File: src/rtl/ras_resolver.sv
// Return-address-stack prediction resolver: tracks issued return-target predictions
// in a FIFO and checks them in order against execute-stage resolutions.
// Optional hit/miss statistics counters are enabled by defining OPTION_RAS_RESOLVER_STATS_EN.
module ras_resolver #(
  parameter int DEPTH = 4
) (
  input  logic                     s_clk_i,
  input  logic                     s_reset_i,
  input  logic                     s_flush_i,
  input  logic                     s_pred_valid_i,
  input  logic [30:0]              s_pred_addr_i,
  output logic                     s_pred_ready_o,
  input  logic                     s_res_valid_i,
  input  logic                     s_res_pred_i,
  input  logic [30:0]              s_res_target_i,
  output logic                     s_mispredict_o,
  output logic [30:0]              s_redirect_addr_o,
  output logic                     s_error_o,
  output logic [$clog2(DEPTH):0]   s_count_o
`ifdef OPTION_RAS_RESOLVER_STATS_EN
  ,
  output logic [15:0]              s_hits_o,
  output logic [15:0]              s_misses_o
`endif
);

  localparam int PW = $clog2(DEPTH);
  localparam int CW = PW + 1;
  localparam logic [CW-1:0] FULL_CNT = CW'(DEPTH);

  logic [30:0]   mem_q [DEPTH];
  logic [PW-1:0] wr_ptr_q, wr_ptr_d;
  logic [PW-1:0] rd_ptr_q, rd_ptr_d;
  logic [CW-1:0] count_q, count_d;
  logic          mispredict_q, mispredict_d;
  logic          error_q, error_d;
  logic [30:0]   redirect_q, redirect_d;

  logic enq, res_req, deq, head_match;

  assign s_pred_ready_o = (count_q != FULL_CNT);
  assign enq        = s_pred_valid_i & s_pred_ready_o & ~s_flush_i;
  assign res_req    = s_res_valid_i & s_res_pred_i & ~s_flush_i;
  assign deq        = res_req & (count_q != '0);
  assign head_match = (mem_q[rd_ptr_q] == s_res_target_i);

  always_comb begin
    wr_ptr_d     = wr_ptr_q;
    rd_ptr_d     = rd_ptr_q;
    count_d      = count_q;
    mispredict_d = 1'b0;
    error_d      = 1'b0;
    redirect_d   = '0;
    if (s_flush_i) begin
      wr_ptr_d = '0;
      rd_ptr_d = '0;
      count_d  = '0;
    end else begin
      if (enq) wr_ptr_d = wr_ptr_q + 1'b1;
      if (deq) rd_ptr_d = rd_ptr_q + 1'b1;
      case ({enq, deq})
        2'b10:   count_d = count_q + 1'b1;
        2'b01:   count_d = count_q - 1'b1;
        default: count_d = count_q;
      endcase
      // An enqueue in the same cycle cannot satisfy a resolution against an empty FIFO.
      error_d      = res_req & (count_q == '0);
      mispredict_d = error_d | (deq & ~head_match);
      if (mispredict_d) redirect_d = s_res_target_i;
    end
  end

  always_ff @(posedge s_clk_i) begin
    if (s_reset_i) begin
      wr_ptr_q     <= '0;
      rd_ptr_q     <= '0;
      count_q      <= '0;
      mispredict_q <= 1'b0;
      error_q      <= 1'b0;
      redirect_q   <= '0;
    end else begin
      wr_ptr_q     <= wr_ptr_d;
      rd_ptr_q     <= rd_ptr_d;
      count_q      <= count_d;
      mispredict_q <= mispredict_d;
      error_q      <= error_d;
      redirect_q   <= redirect_d;
    end
  end

  // Storage carries no reset; occupancy is governed by the pointers and count.
  always_ff @(posedge s_clk_i) begin
    if (enq && !s_reset_i) mem_q[wr_ptr_q] <= s_pred_addr_i;
  end

  assign s_mispredict_o    = mispredict_q;
  assign s_error_o         = error_q;
  assign s_redirect_addr_o = redirect_q;
  assign s_count_o         = count_q;

`ifdef OPTION_RAS_RESOLVER_STATS_EN
  logic [15:0] hits_q, hits_d;
  logic [15:0] misses_q, misses_d;

  always_comb begin
    hits_d   = hits_q;
    misses_d = misses_q;
    if (deq && head_match && (hits_q != 16'hFFFF)) hits_d = hits_q + 16'd1;
    if (mispredict_d && (misses_q != 16'hFFFF))    misses_d = misses_q + 16'd1;
  end

  // Statistics survive a flush; only reset clears them.
  always_ff @(posedge s_clk_i) begin
    if (s_reset_i) begin
      hits_q   <= '0;
      misses_q <= '0;
    end else begin
      hits_q   <= hits_d;
      misses_q <= misses_d;
    end
  end

  assign s_hits_o   = hits_q;
  assign s_misses_o = misses_q;
`endif

endmodule

File: config.mk
export PLATFORM = sky130hd
export DESIGN_NAME = ras_resolver
export DESIGN_NICKNAME = d
export VERILOG_FILES = /design/src/rtl/ras_resolver.sv
export SDC_FILE = /design/constraint.sdc
export NUM_CORES = 1
export LEC_CHECK = 0
export CAP_MARGIN = 5
export CORE_MARGIN = 3
export CORE_UTILIZATION = 42
export CTS_CLUSTER_SIZE = 16
export DETAILED_ROUTE_END_ITERATION = 8
export PLACE_DENSITY = 0.73
export SLEW_MARGIN = 0
export SYNTH_ARGS = -nofsm -noshare
export SYNTH_HDL_FRONTEND = slang
export SYNTH_SLANG_ARGS = --single-unit
File: constraint.sdc
create_clock -name s_clk_i -period 4.3 [get_ports s_clk_i]
set_input_delay 0.86 -clock s_clk_i [delete_from_list [all_inputs] [get_ports s_clk_i]]
set_output_delay 0.86 -clock s_clk_i [all_outputs]
set_load 0.05 [all_outputs]
Yosys cells after proc, flatten, opt, wreduce, memory -nomap -nowiden
Memories as Yosys holds them, arrays and structs flattened. A register that Yosys moved wholly into a read port is not among the register bits.
Cells that the tools add are included.
- bits of input ports: 68
- memories kept: 1
- bits in registers: 40
- bits in writable memories: 124
- logic and storage cells: 38
- output and inout bits: 37
- memory list (memory ; words ; bits a word ; rd ports ; clocked after memory_dff ; write ports ; line ; source):
    mem_q ; 4 ; 31 ; 1 ; 1 ; 1 ; 31 ; logic [30:0] mem_q [DEPTH];
- reductions and logical operators: 7
- equal/unequal tests: 4
- add/sub/neg operators: 4
- bitwise logic cells: 11
- multiplexer cells: 5
- operators by type and width (operator ; number):
    $eq 31x31->1 ; 1
    $and 1x1->1 ; 7
    $pmux 3 s2 ; 1
    $add 2x1->2 const B ; 2
    $mux 2 ; 2
    $add 3x1->3 const B ; 1
    $logic_not 3->1 ; 1
    $ne 3x3->1 const B ; 1
    $not 1->1 ; 3
    $reduce_bool 3->1 ; 1
    $reduce_or 3->1 ; 1
    $sub 3x1->3 const B ; 1
    $eq 2x1->1 const B ; 1
    $eq 2x2->1 const B ; 1
    $mux 1 ; 2
    $reduce_bool 2->1 ; 1
    $reduce_or 2->1 ; 1
    $logic_and 1x1->1 ; 1
    $logic_not 1->1 ; 1
    $or 1x1->1 ; 1

Longest topological paths before layout
- depth after elaboration: 7
- mapped depth: 10
- gate-level depth less buffers: 10

Worst setup path after synthesis
No wires, ideal clock.
- kind: register to register
- from: reg count_q[2] (netlist: s_count_o[2])
- to: reg count_q[2] (netlist: s_count_o[2])
- cell stages (with the launch flop): 10
- data required time: 4229 ps
- arrival: 2813 ps
- period minus slack after synthesis: 2884 ps
- setup time: 71 ps
- path buffers: 0
- slack: 1416 ps
- cell sequence: dfxtp_1 nand3_1 nand2_1 or2_2 ha_1 inv_1 fa_1 xor2_1 or3_1 a21oi_1
- word-level cells in the longest chain between the ends: 5
- elaborated cells on any way between the ends: 11
- those cells by class: add/sub (2); eq/ne (3); mux (1); bitwise (3); reduce/logical (2)
- ends and longest elaborated chain (what ; line ; source):
    start, declared ; 34 ; logic [CW-1:0] count_q, count_d;
    start signal, assigned ; 84 ; count_q <= count_d;
    $ne 3x3->1 * ; 41 ; assign s_pred_ready_o = (count_q != FULL_CNT);
    via s_pred_ready_o ; 12 ; output logic s_pred_ready_o,
    $and 1x1->1 * (2 in a row) ; 42 ; assign enq = s_pred_valid_i & s_pred_ready_o & ~s_flush_i;
    $eq 2x1->1 or $eq 2x2->1 (tied branches) ; 61 ; case ({enq, deq})
    $pmux 3 s2 or $reduce_bool 2->1 (tied branches) ; n/a ;
Mark *: on every way through the listed nets, which the timed path passes. The rest lies on a longest branch.
A chain may end at the register's enable or synchronous reset.

==> summary.txt <==
# Max-Cap Violations - 0
largest net degree at the start of global routing - 32
initial antenna violation count - 0
P per Cell Area - 413 nW/um^2
grt ovf - 0
Pleak - 2.76 nW
crit-path leading delay family - flip-flops
detailed-route via count - 3667
Layout Skew - 0.00945 ns
post-place setup slack - 0.921 ns
Peak VDD IR - 0.292 mV
simple-gate area share of the yosys netlist - 7.76%
Post-synth EDFFs - 124
Rows - 45
fin cells - 728
share of post-route cells with drive strength above 1 - 17.4%
DR WL met2 - 6530 um
Unique masters post-synth - 43
first-pass GRT wire length - 21000 um
Final Setup Violations - 0
Reg2Reg Depth - 7
Worst Setup End Kind - flop
Die Height - 131 um
GPL Wtd Cong - 0.740
Net Sw Power - 677 uW
fraction of registers with async set/reset - 0%
Worst-Skew Late Latency - 0.43 ns
sequential element share of the synthesized area - 69.6%
Die Span X - 131 um
Met3 Wirelength - 970 um
Pint - 2.79 mW
Worst Hold Class - reg -> reg
CTS Buf Count - 17
CP Cell Sequence - mux4_2 > xor2_1 > nor4_1 > o2111ai_1 > nor4_4 > buf_4 > nor4_1
DRC viols - 0
Setup Buffers After CTS - 0
Placed Cells - 696
HP Start - wr_ptr_q[1]$_SDFFE_PP0P_
combinational share of power - 5.4%
Critical Path Slowest Stage Cell - dfxtp_2
FILL cells - 1221
Net Count, Synth - 463
fmax - 0.306 GHz
Compound-Gate Fraction of Synth Area - 2.29%
area of the multi-input gates - 1840 um^2
Net Sw Frac - 19.5%
DP Wirelength - 8870 um
clock root cell - clkbuf_16
met1 WL - 5760 um
most frequent CP cell - nor4_1
post-synthesis adder-cell area fraction - 1.26%
mean area per synthesized cell - 16.9 um^2
Die ar. - 17200 um^2
vias per inst - 5.04
outcome - complete, no violations
fin worst setup slack - 1.03 ns
Setup CP Type - reg -> reg
Final TNS setup - 0 ns
Critical Path RT - 4.60 ns
I/O Buffers - 104
DR WL/cell - 18.5 um
Slew Viols, Final - 0
main combinational cell family by area after synthesis - multiplexers
fin nets - 578
Post-DRT Antenna Nets - 0
Syn Inst Count - 389
multiplexer area fraction after synthesis - 12.9%
buffers plus inverters on the worst setup path - 1
number of global-route vias before repair - 3888
drt first pass iters - 4
clock power share - 44.3%
max incr delay on CP - 0.89 ns
Iteration-0 DRC Markers - 309
WP depth - 7
CP arrival - 3.57 ns
synth warn - 0
#FFs+latches synth - 166
final period utilization - 76.1%
highest routed layer - met4
Clock Path Buffers - 2
final wirelength - 13500 um
Hold Crit Depth - 2
FF/Latch Area - 4570 um^2
CTS tree - built
Synth Flop Type - edfxtp_1
Worst Setup Start Kind - flop
hold buffers post-CTS - 0
# resized after CTS - 0
sequential power share - 50.3%
starting density of the core - 43.0%
Core Footprint - 15300 um^2
CTS clk-pin slew, worst paths - 0.06 ns
H-tree depth - 4
Cell Area, Synth - 6560 um^2
Slew Limit Headroom - 42.3%
Hold Fails Final Rpt - 0
Worst Path Max Fanout - 26
clk sinks - 166
RSZ-0062 raised after global routing - false
Area Overhead vs Synth - 28.2%
Worst-Margin Slew - 0.865 ns
min Tclk post-route - 3.27 ns
Global Route Usage Sum - 16.8%
Synth Area in XOR/XNOR - 3.74%
Ports - 105
worst min-delay path: cells and delay by family (launching register included):
kind | cells | cell delay (ns)
AOI/OAI and AO/OA | 1 | 0.06
DFF | 1 | 0.34
and+or+nand+nor | 1 | 0.07
power by group through the flow:
stage                     registers, mW  clock network, mW  logic, mW
after CTS                          1.75               1.57      0.189
final                              1.75               1.54      0.188
after global placement             1.78                  0      0.184
after floorplan                    1.80                  0     0.0563
after global routing               1.75               1.63      0.201
after detailed placement           1.78                  0      0.188
final timing paths:
check	to	slack [ns]
worst min register to register	wr_ptr_q[1]$_SDFFE_PP0P_	0.52
worst min-delay path	wr_ptr_q[1]$_SDFFE_PP0P_	0.52
worst max-delay path	s_redirect_addr_o[28]$_SDFF_PP0_	1.03
worst max register to register	s_redirect_addr_o[28]$_SDFF_PP0_	1.03
layout make-up:
class / instances / area share, %
Clock buffer: 20 / 5.19
Multi-Input combinational cell: 196 / 21.9
Antenna cell: 1 / 0.0298
Sequential cell: 166 / 54.3
Tap cell: 211 / 3.14
Clock inverter: 11 / 1.86
Timing Repair Buffer: 112 / 13.1
Inverter: 11 / 0.491
Yosys cell counts (all sizes together) (2+ instances only):
library cell	count	area, um^2
and2	4	25.0
o221ai	3	26.3
clkbuf	4	15.0
o2111ai	2	17.5
nor4	9	96.3
ha	5	62.6
edfxtp	124	3720
nand2	30	113
nand3	2	10.0
or3	2	12.5
nor2b	2	12.5
xor2	16	140
nand4	2	12.5
a21oi	4	20.0
nor2	39	186
xnor2	12	105
dfxtp	42	841
or2	2	12.5
o21ai	2	10.0
mux2	4	45.0
buf	12	105
mux4	29	672
inv	11	41.3
nor3	2	15.0
o22ai	3	18.8
mux2i	13	130
routing by layer:
metal | track usage (%) | up-vias
met2 | 26.8 | 131
met3 | 5.49 | 19
met1 | 21.7 | 1815
li1 | - | 1702
met4 | 6.29 | 0
met5 | 0 | -
sequential cells by signal, summed over array words and instances, names as in the netlist, named ones only:
name	flops
mem_q	124
rd_ptr_q	2
s_count_o	3
s_error_o	1
s_mispredict_o	1
s_redirect_addr_o	31
wr_ptr_q	2
per-stage QoR:
step	instance area, um^2	total power, mW	hold WS, ns	utilization [%]
5_1_grt	8400	3.58	0.537	55.1
3_5_place_dp	7810	1.97	0.504	51.2
2_1_floorplan	6560	1.86	0.469	-
6_report	8410	3.47	0.517	55.1
3_3_place_gp	7810	1.96	0.488	51.2
4_1_cts	8400	3.51	0.516	55.1
cells in the final DEF (no fill, tap or decap), types with 2 or more instances in the layout:
master and instances:
a21oi_1 4, and2_1 3, buf_4 8, bufinv_16 4
clkbuf_1 3, clkbuf_16 17, clkdlybuf4s50_1 104, clkinv_1 2
clkinv_2 4, dfxtp_1 40, dfxtp_2 2, edfxtp_1 124
ha_1 5, inv_1 11, mux2_2 4, mux2i_1 13
mux4_1 5, mux4_2 24, nand2_1 30, nand3_1 2
nand4_1 2, nor2_1 22, nor2_2 17, nor2b_1 2
nor4_1 4, nor4_2 4, o2111ai_1 2, o21ai_0 2
o221ai_1 3, o22ai_1 3, or2_2 2, or3_1 2
xnor2_1 12, xor2_1 16
cell families (layout without fill, tap and decap cells):
group,Yosys count,count (layout)
flip-flops,166,166
buffers and inverters,27,154
XOR/XNOR,28,28
other,0,1
adder cells (fa/ha/maj),6,6
AO/OA/AOI/OAI,20,20
multiplexers,46,46
AND/OR/NAND/NOR,96,96
No activity file was read; power rests on OpenSTA's default activity.
